==> src/rtl/qformat_pkg.sv <==
// Shared sign-magnitude Q-format definitions: default widths, divider state
// encoding and the sign/magnitude/saturating-pack helpers.
package qformat_pkg;

    localparam int QF_N = 32;
    localparam int QF_Q = 15;

    typedef enum logic [1:0] {
        IDLE = 2'd0,
        RUN  = 2'd1,
        DONE = 2'd2
    } qdiv_state_t;

    function automatic logic sm_sign(input logic [QF_N-1:0] x);
        return x[QF_N-1];
    endfunction

    function automatic logic [QF_N-2:0] sm_mag(input logic [QF_N-1:0] x);
        return x[QF_N-2:0];
    endfunction

    // A zero magnitude always packs with a positive sign (no negative zero).
    function automatic logic [QF_N-1:0] sm_pack(input logic sign,
                                                input logic [QF_N-2:0] mag,
                                                input logic sat);
        logic [QF_N-2:0] m;
        m = sat ? '1 : mag;
        return {sign && (m != '0), m};
    endfunction

endpackage

==> src/rtl/qdiv_step.sv <==
// One restoring-division bit: shift the next numerator bit into the remainder,
// then subtract the divisor when it fits.
module qdiv_step #(
    parameter int N = 32
) (
    input  logic [N-1:0] i_rem,
    input  logic         i_bit,
    input  logic [N-2:0] i_div,
    output logic [N-1:0] o_rem,
    output logic         o_qbit
);

    logic [N:0]   w_shift;
    logic [N-1:0] w_diff;
    logic         w_ge;

    // The true difference is below the divisor, so N bits hold it exactly.
    assign w_shift = {i_rem, i_bit};
    assign w_ge    = (w_shift >= {2'b00, i_div});
    assign w_diff  = w_shift[N-1:0] - {1'b0, i_div};
    assign o_rem   = w_ge ? w_diff : w_shift[N-1:0];
    assign o_qbit  = w_ge;

endmodule

==> src/rtl/qdiv_seq.sv <==
// Sequential sign-magnitude Q-format divider: |a|*2^Q/|b| by restoring
// division, one quotient bit per clock, with saturation and divide-by-zero.
module qdiv_seq
    import qformat_pkg::*;
#(
    parameter int N = QF_N,
    parameter int Q = QF_Q
) (
    input  logic         i_clk,
    input  logic         i_rst_n,
    input  logic         i_start,
    input  logic [N-1:0] i_dividend,
    input  logic [N-1:0] i_divisor,
    output logic         o_busy,
    output logic         o_done,
    output logic [N-1:0] o_quotient,
    output logic         o_overflow,
    output logic         o_div_by_zero
);

    localparam int NUM_W = N - 1 + Q;
    localparam int CNT_W = $clog2(N + Q);

    // Handshake: i_start is taken on any edge where o_busy is low (IDLE or
    // DONE); o_done pulses one cycle and the result holds until the next take.
    qdiv_state_t      r_state;
    qdiv_state_t      w_state_next;
    logic [CNT_W-1:0] r_cnt;
    logic [N-2:0]     r_mag_a;
    logic [N-2:0]     r_mag_b;
    logic             r_sign;
    logic             r_dbz;
    logic [N-1:0]     r_rem;
    logic [NUM_W-1:0] r_quo;

    logic             w_accept;
    logic             w_last;
    logic             w_b_zero;
    logic [CNT_W-1:0] w_idx;
    logic [NUM_W-1:0] w_num;
    logic             w_num_bit;
    logic [N-1:0]     w_rem_next;
    logic             w_qbit;
    logic [NUM_W-1:0] w_quo_final;
    logic             w_ovf;
    logic [N-1:0]     w_result;

    assign w_accept  = i_start && (r_state != RUN);
    assign w_last    = (r_state == RUN) && (r_cnt == CNT_W'(1));
    assign w_b_zero  = (sm_mag(i_divisor) == '0);
    assign w_idx     = r_cnt - 1'b1;
    assign w_num     = {r_mag_a, {Q{1'b0}}};
    assign w_num_bit = w_num[w_idx];

    qdiv_step #(.N(N)) u_step (
        .i_rem  (r_rem),
        .i_bit  (w_num_bit),
        .i_div  (r_mag_b),
        .o_rem  (w_rem_next),
        .o_qbit (w_qbit)
    );

    // Bit 0 of r_quo is still clear on the last iteration; fold in its bit.
    assign w_quo_final = r_quo | NUM_W'(w_qbit);
    assign w_ovf       = |w_quo_final[NUM_W-1:N-1];
    assign w_result    = r_dbz ? sm_pack(r_sign, '1, 1'b0)
                               : sm_pack(r_sign, w_quo_final[N-2:0], w_ovf);

    assign o_busy = (r_state == RUN);
    assign o_done = (r_state == DONE);

    always_comb begin
        w_state_next = r_state;
        case (r_state)
            IDLE:    if (i_start) w_state_next = RUN;
            RUN:     if (w_last) w_state_next = DONE;
            DONE:    w_state_next = i_start ? RUN : IDLE;
            default: w_state_next = IDLE;
        endcase
    end

    // A zero divisor spends a single RUN cycle so its o_done lands one cycle
    // after acceptance; the iteration result is discarded in that case.
    always_ff @(posedge i_clk) begin
        if (!i_rst_n) begin
            r_state       <= IDLE;
            r_cnt         <= '0;
            r_mag_a       <= '0;
            r_mag_b       <= '0;
            r_sign        <= 1'b0;
            r_dbz         <= 1'b0;
            r_rem         <= '0;
            r_quo         <= '0;
            o_quotient    <= '0;
            o_overflow    <= 1'b0;
            o_div_by_zero <= 1'b0;
        end else begin
            r_state <= w_state_next;
            if (w_accept) begin
                r_mag_a <= sm_mag(i_dividend);
                r_mag_b <= sm_mag(i_divisor);
                r_sign  <= sm_sign(i_dividend) ^ sm_sign(i_divisor);
                r_dbz   <= w_b_zero;
                r_cnt   <= w_b_zero ? CNT_W'(1) : CNT_W'(NUM_W);
                r_rem   <= '0;
                r_quo   <= '0;
            end else if (r_state == RUN) begin
                r_rem        <= w_rem_next;
                r_quo[w_idx] <= w_qbit;
                r_cnt        <= r_cnt - 1'b1;
                if (w_last) begin
                    o_quotient    <= w_result;
                    o_overflow    <= w_ovf && !r_dbz;
                    o_div_by_zero <= r_dbz;
                end
            end
        end
    end

endmodule

==> config.mk <==
export PLATFORM = sky130hd
export DESIGN_NAME = qdiv_seq
export DESIGN_NICKNAME = d
export VERILOG_FILES = /design/src/rtl/qformat_pkg.sv /design/src/rtl/qdiv_step.sv /design/src/rtl/qdiv_seq.sv
export SDC_FILE = /design/constraint.sdc
export NUM_CORES = 1
export LEC_CHECK = 0
export ABC_AREA = 1
export BUFFER_PORTS_ARGS = -buffer_cell sky130_fd_sc_hd__buf_2
export CELL_PAD_IN_SITES_DETAIL_PLACEMENT = 1
export CELL_PAD_IN_SITES_GLOBAL_PLACEMENT = 2
export CORE_ASPECT_RATIO = 0.9
export CORE_UTILIZATION = 30
export DETAILED_ROUTE_END_ITERATION = 7
export PLACE_DENSITY_LB_ADDON = 0.1
export SKIP_LAST_GASP = 1
export SLEW_MARGIN = 20
export SYNTH_ARGS = -nofsm -noshare
export SYNTH_HDL_FRONTEND = slang
export SYNTH_SLANG_ARGS = --single-unit
export TNS_END_PERCENT = 50
==> constraint.sdc <==
create_clock -name i_clk -period 4 [get_ports i_clk]
set_clock_uncertainty 0.2 [all_clocks]
set_input_delay 0.2 -clock i_clk [delete_from_list [all_inputs] [get_ports i_clk]]
set_output_delay 0.2 -clock i_clk [all_outputs]
set_load 0.02 [all_outputs]
After elaboration in Yosys (flattened, before gate mapping)
Cells that the tools add are included.
{"block": "op_classes", "n_mux": 15, "reduce_logical": 14, "n_lt_le_gt_ge": 3, "add_sub_neg": 2, "bitwise": 4, "eq_ne": 6}
{"op": "$mux 32", "count": 2}
{"op": "$bwmux 46", "count": 1}
{"op": "$or 46x1->46", "count": 1}
{"op": "$ge 33x31->1", "count": 1}
{"op": "$sub 32x31->32", "count": 1}
{"op": "$logic_not 31->1", "count": 1}
{"op": "$mux 31", "count": 1}
{"op": "$reduce_bool 31->1", "count": 1}
{"op": "$mux 6", "count": 3}
{"op": "$reduce_or 15->1", "count": 1}
{"op": "$lt 6x7->1 const B", "count": 1}
{"op": "$bmux 1 s6", "count": 1}
{"op": "$demux 1 s6", "count": 1}
{"op": "$eq 6x1->1 const B", "count": 1}
{"op": "$ge 6x1->1 const B", "count": 1}
{"op": "$pmux 2 s3", "count": 1}
{"op": "$sub 6x1->6 const B", "count": 1}
{"op": "$logic_and 1x1->1", "count": 5}
{"op": "$mux 2", "count": 2}
{"op": "$ne 2x1->1 const B", "count": 2}
{"op": "$mux 1", "count": 3}
{"op": "$reduce_and 3->1", "count": 1}
{"op": "$eq 2x1->1 const B", "count": 1}
{"op": "$eq 2x2->1 const B", "count": 1}
{"op": "8 further kinds", "count": 9}
{"block": "word_totals", "output_inout_bits": 36, "reg_bits": 184}

Longest topological paths before layout
{"block": "logic_depth", "ltp_word": 10, "ltp_mapped": 30}

By module
Synthesis repeated with hierarchy kept, for this count alone.
{"block": "hier_totals", "hier_cells": 1760, "area_unflattened_um2": 11018.1}
{"mod": "qdiv_seq", "cells_each": 1115, "instances": 1, "area_per_inst_um2": 7847.5}
{"mod": "qdiv_step", "cells_each": 645, "instances": 1, "area_per_inst_um2": 3170.5}

Least setup slack after synthesis
Ideal clock, no wire load.
{"block": "synth_timing", "kind": "reg2reg", "start": "register r_cnt[0]", "end": "register r_rem[30]", "path_stages_with_launch": 27, "period_less_slack_ns": 3.824, "slack_ns": 0.176, "t_required_ns": 3.668, "t_arrival_ns": 3.492, "path_cell_list": "dfxtp_1 -> buf_4 -> inv_2 -> buf_2 -> ha_1 -> inv_1 -> clkbuf_1 -> nand3_1 -> nor2_1 -> nand3_1 -> nand2_1 -> nand2_1 -> and2_1 -> ha_1 -> fa_1 -> nor2_1 -> nor2_1 -> o21ai_1 -> nand2_1 -> nand2_1 -> nand2_1 -> nand2_1 -> nand2_1 -> nand2_1 -> nand2_1 -> nand3_1 -> a21oi_1"}
{"block": "synth_via", "elab_chain_len": 5}
{"element": "start: declaration", "line": "qdiv_seq.sv:28", "text": "logic [CNT_W-1:0] r_cnt;"}
{"element": "start signal: assignment", "line": "qdiv_seq.sv:104", "text": "r_cnt <= w_b_zero ? CNT_W'(1) : CNT_W'(NUM_W);"}
{"element": "start signal: assignment", "line": "qdiv_seq.sv:110", "text": "r_cnt <= r_cnt - 1'b1;"}
{"element": "$sub 6x1->6 (*)", "line": "qdiv_seq.sv:51", "text": "assign w_idx = r_cnt - 1'b1;"}
{"element": "$bmux 1 s6 (*)", "line": "qdiv_seq.sv:53", "text": "assign w_num_bit = w_num[w_idx];"}
{"element": "$mux 1 (implied by the code) (*)", "line": "qdiv_seq.sv:53"}
{"element": "$sub 32x31->32 or $ge 33x31->1 (tied branches)", "line": "qdiv_step.sv:20, qdiv_step.sv:19"}
{"element": "$mux 32 (*)", "line": "qdiv_step.sv:21", "text": "assign o_rem = w_ge ? w_diff : w_shift[N-1:0];"}
{"element": "end signal: assignment", "line": "qdiv_seq.sv:108", "text": "r_rem <= w_rem_next;"}
{"element": "end: declaration", "line": "qdiv_seq.sv:33", "text": "logic [N-1:0] r_rem;"}
Mark *: on every way between the ends. The rest lies on a longest branch, timed or not. The select of a mux whose other input is x is not followed.
A chain may end at the register's enable or synchronous reset.

Final worst setup path
{"block": "layout_timing", "start": "register r_cnt[1]", "end": "register r_rem[18]"}
Same word-level chain as after synthesis.

==> results.cfg <==
[timing]
holdWs_ns = 0.0955
relSlewSlack_pct = 34.7
setup_slack_ns = 0.309
worst_pin_slew_ns = 0.972
hold_violations = 0
fin_crit_sh_pct = 92.3
slew_viol_final = 0
tns_ns = 0
setup_viol = 0
timing.fmax_ghz = 0.271
finalCriticalPeriod_ns = 3.69

[synth]
yosysMostFrequentCell = nand2_1
yosys_warnings = 0
synth-main-ff-cell = dfxtp_1
ys_seq_elements = 184
synth.top_cell.area_share_pct = 35.0
synth_cells = 1597
synth_edf_count = 0
syn-num-nets = 1698
synth_top_area_cell = dfxtp_1
synth.cell_area_um2 = 10500
syn_avg_cell_area_um2 = 6.59
synthDistinctLibCells = 49
synth.top_cells.by_count = 382 x nand2_1, 234 x inv_1, 184 x dfxtp_1, 172 x a21oi_1, 135 x nor2_1
synthArstFlopShare_pct = 0
synth_area_leaders = dfxtp_1 35%, nand2_1 14%, inv_1 8.3%
synth_seq_area_share_pct = 35.0

[critical_path]
worstSetupEndpointType = flop
r2r.worst_path.cells = 26
cp_top_family = simple AND/OR/NAND/NOR gates
r2r_end = r_rem[18]
cp_max_fo = 7
crit_path_top_delay_cell = fa_1
cp.arrival_ns = 3.80
crit_type = flop to flop
cp_common_cell = nand2_1
reg2reg_slack_ns = 0.31
max_stage_delay_ns = 0.43
r2r_start = r_cnt[1]
critPathBufInv = 3
critPathRequiredTime_ns = 4.11
startpoint_type = flop

[finish]
drive_gt1_share_pct = 14.0
nFillCells = 4421
syn_to_final_growth_pct = 21.6
design_area_um2 = 12800
layout.nets = 1843
final_util_pct = 37.3
final_cells = 2218

[placement]
placed_area_um2 = 11500
dp_hpwl_um = 27300
portBuffers = 102
gp_congestion = 0.858
dp_slack_ns = 0.0345
placed_cells = 2117

[power_and_ir_drop]
finalPower_mw = 5.39
power_leakage_nw = 5.99
cellPowerDensity_nw_per_um2 = 421
peakVddDrop_v = 0.000276

[clock_network]
clkLatencyLatePin_ns = 0.46
cts_root_buf = clkbuf_16
clock_sinks = 184
clockBufferDepth = 2
path_clk_slew_ns = 0.07
h-tree-depth = 4
numCtsBuffers = 17
cts_tree = built

[global_routing]
grt_max_degree = 80
antenna_found_initial = 1
grt_overflow = 0
grt_pass1_vias = 10700
grt_usage_pct = 21.5
grt_pass1_wl_um = 60000

[route]
first_pass_iters = 4
routed_wl_um = 37000
initialDrtViolationCount = 462
via_count = 10600
route.detailed.drc = 0
wl_per_cell_um = 16.7
ant_nets = 0
vias_per_cell = 4.79

[die]
fp-row-count = 64
die_x_um = 199
pin_count = 103
die_h_um = 180
coreArea_um2 = 34300
initial_utilization_pct = 30.7
dieArea_um2 = 35800

[worst_hold_path]
hold_start = i_rst_n
min_path_cells = 3
whs_endpoint = r_state[1]
hold_path.class = primary input to flop

[flow_run]
max_cap_viol_count = 0

[status]
status = finished clean
layout by cell type (no fill, tap or decap), types with 23 or more instances in the layout:
cell	synthesis	layout
dfxtp_1	184	184
a21oi_1	172	172
nor2_1	135	133
inv_1	234	232
nand3_1	76	76
buf_2	14	102
dlygate4sd3_1	0	65
nand2_1	382	379
ha_1	33	32
nand4_1	23	23
o21ai_0	123	121
registers in the layout (all words and copies together), names as in the netlist:
register	count
o_quotient	32
r_mag_b	31
r_dbz	1
o_div_by_zero	1
r_state	2
o_overflow	1
r_cnt	6
r_mag_a	31
r_quo	46
r_sign	1
r_rem	32
area by class of cell:
cell class              count  area [um^2]  area share, %
repair buffers            192         1410           11.0
multi-input cells        1098         5600           43.7
repair inverters            1         7.51         0.0587
clock inverters            12          144           1.12
inverters                 248          937           7.33
diodes                      1         2.50         0.0196
flip-flops and latches    184         3680           28.8
clock buffers              20          437           3.41
well taps                 462          578           4.52
logic make-up after synthesis:
| kind of cell | after synthesis | synth area share (%) |
|---|---|---|
| xor+xnor | 16 | 1.51 |
| compound gates | 355 | 18.3 |
| fa+ha+maj | 34 | 4.11 |
| flops | 184 | 35.0 |
| buf+inv | 315 | 12.1 |
| simple gates | 693 | 29.0 |
worst min-delay path: stages:
cell    delay, ns
buf_2        0.10
inv_2        0.22
nor2_1       0.16
repair_timing:
action	in CTS	in global routing
cloned	0	1
endpoints found under the hold margin	69	0
hold buffers	65	0
setup buffers	0	2
setup endpoints to repair	1	63
gates resized for setup	1	12
where the power goes:
part | switching [mW] | internal, mW
clock | 0.809 | 0.931
sequential | 0.0499 | 1.92
combinational | 1.13 | 0.548
worst max path at each step:
stage	from	end	slack (ns)	cells past startpoint
2_1_floorplan	r_cnt[0]	r_rem[30]	0.18	26
5_1_grt	r_cnt[1]	r_rem[18]	-0.01	24
3_3_place_gp	r_cnt[1]	r_rem[18]	0.19	26
4_1_cts	r_cnt[1]	r_rem[18]	0.08	26
3_5_place_dp	r_cnt[1]	r_rem[18]	0.03	26
6_report	r_cnt[1]	r_rem[18]	0.31	26
per-layer routing:
metal | vias to the layer above | global-route usage (%) | wire length, um
li1 | 5410 | - | -
met1 | 5064 | 32.6 | 20100
met2 | 138 | 31.6 | 15500
met3 | 22 | 3.34 | 1070
met4 | 0 | 4.67 | 349
met5 | - | 0 | 0
No activity file was read; power rests on OpenSTA's default activity.
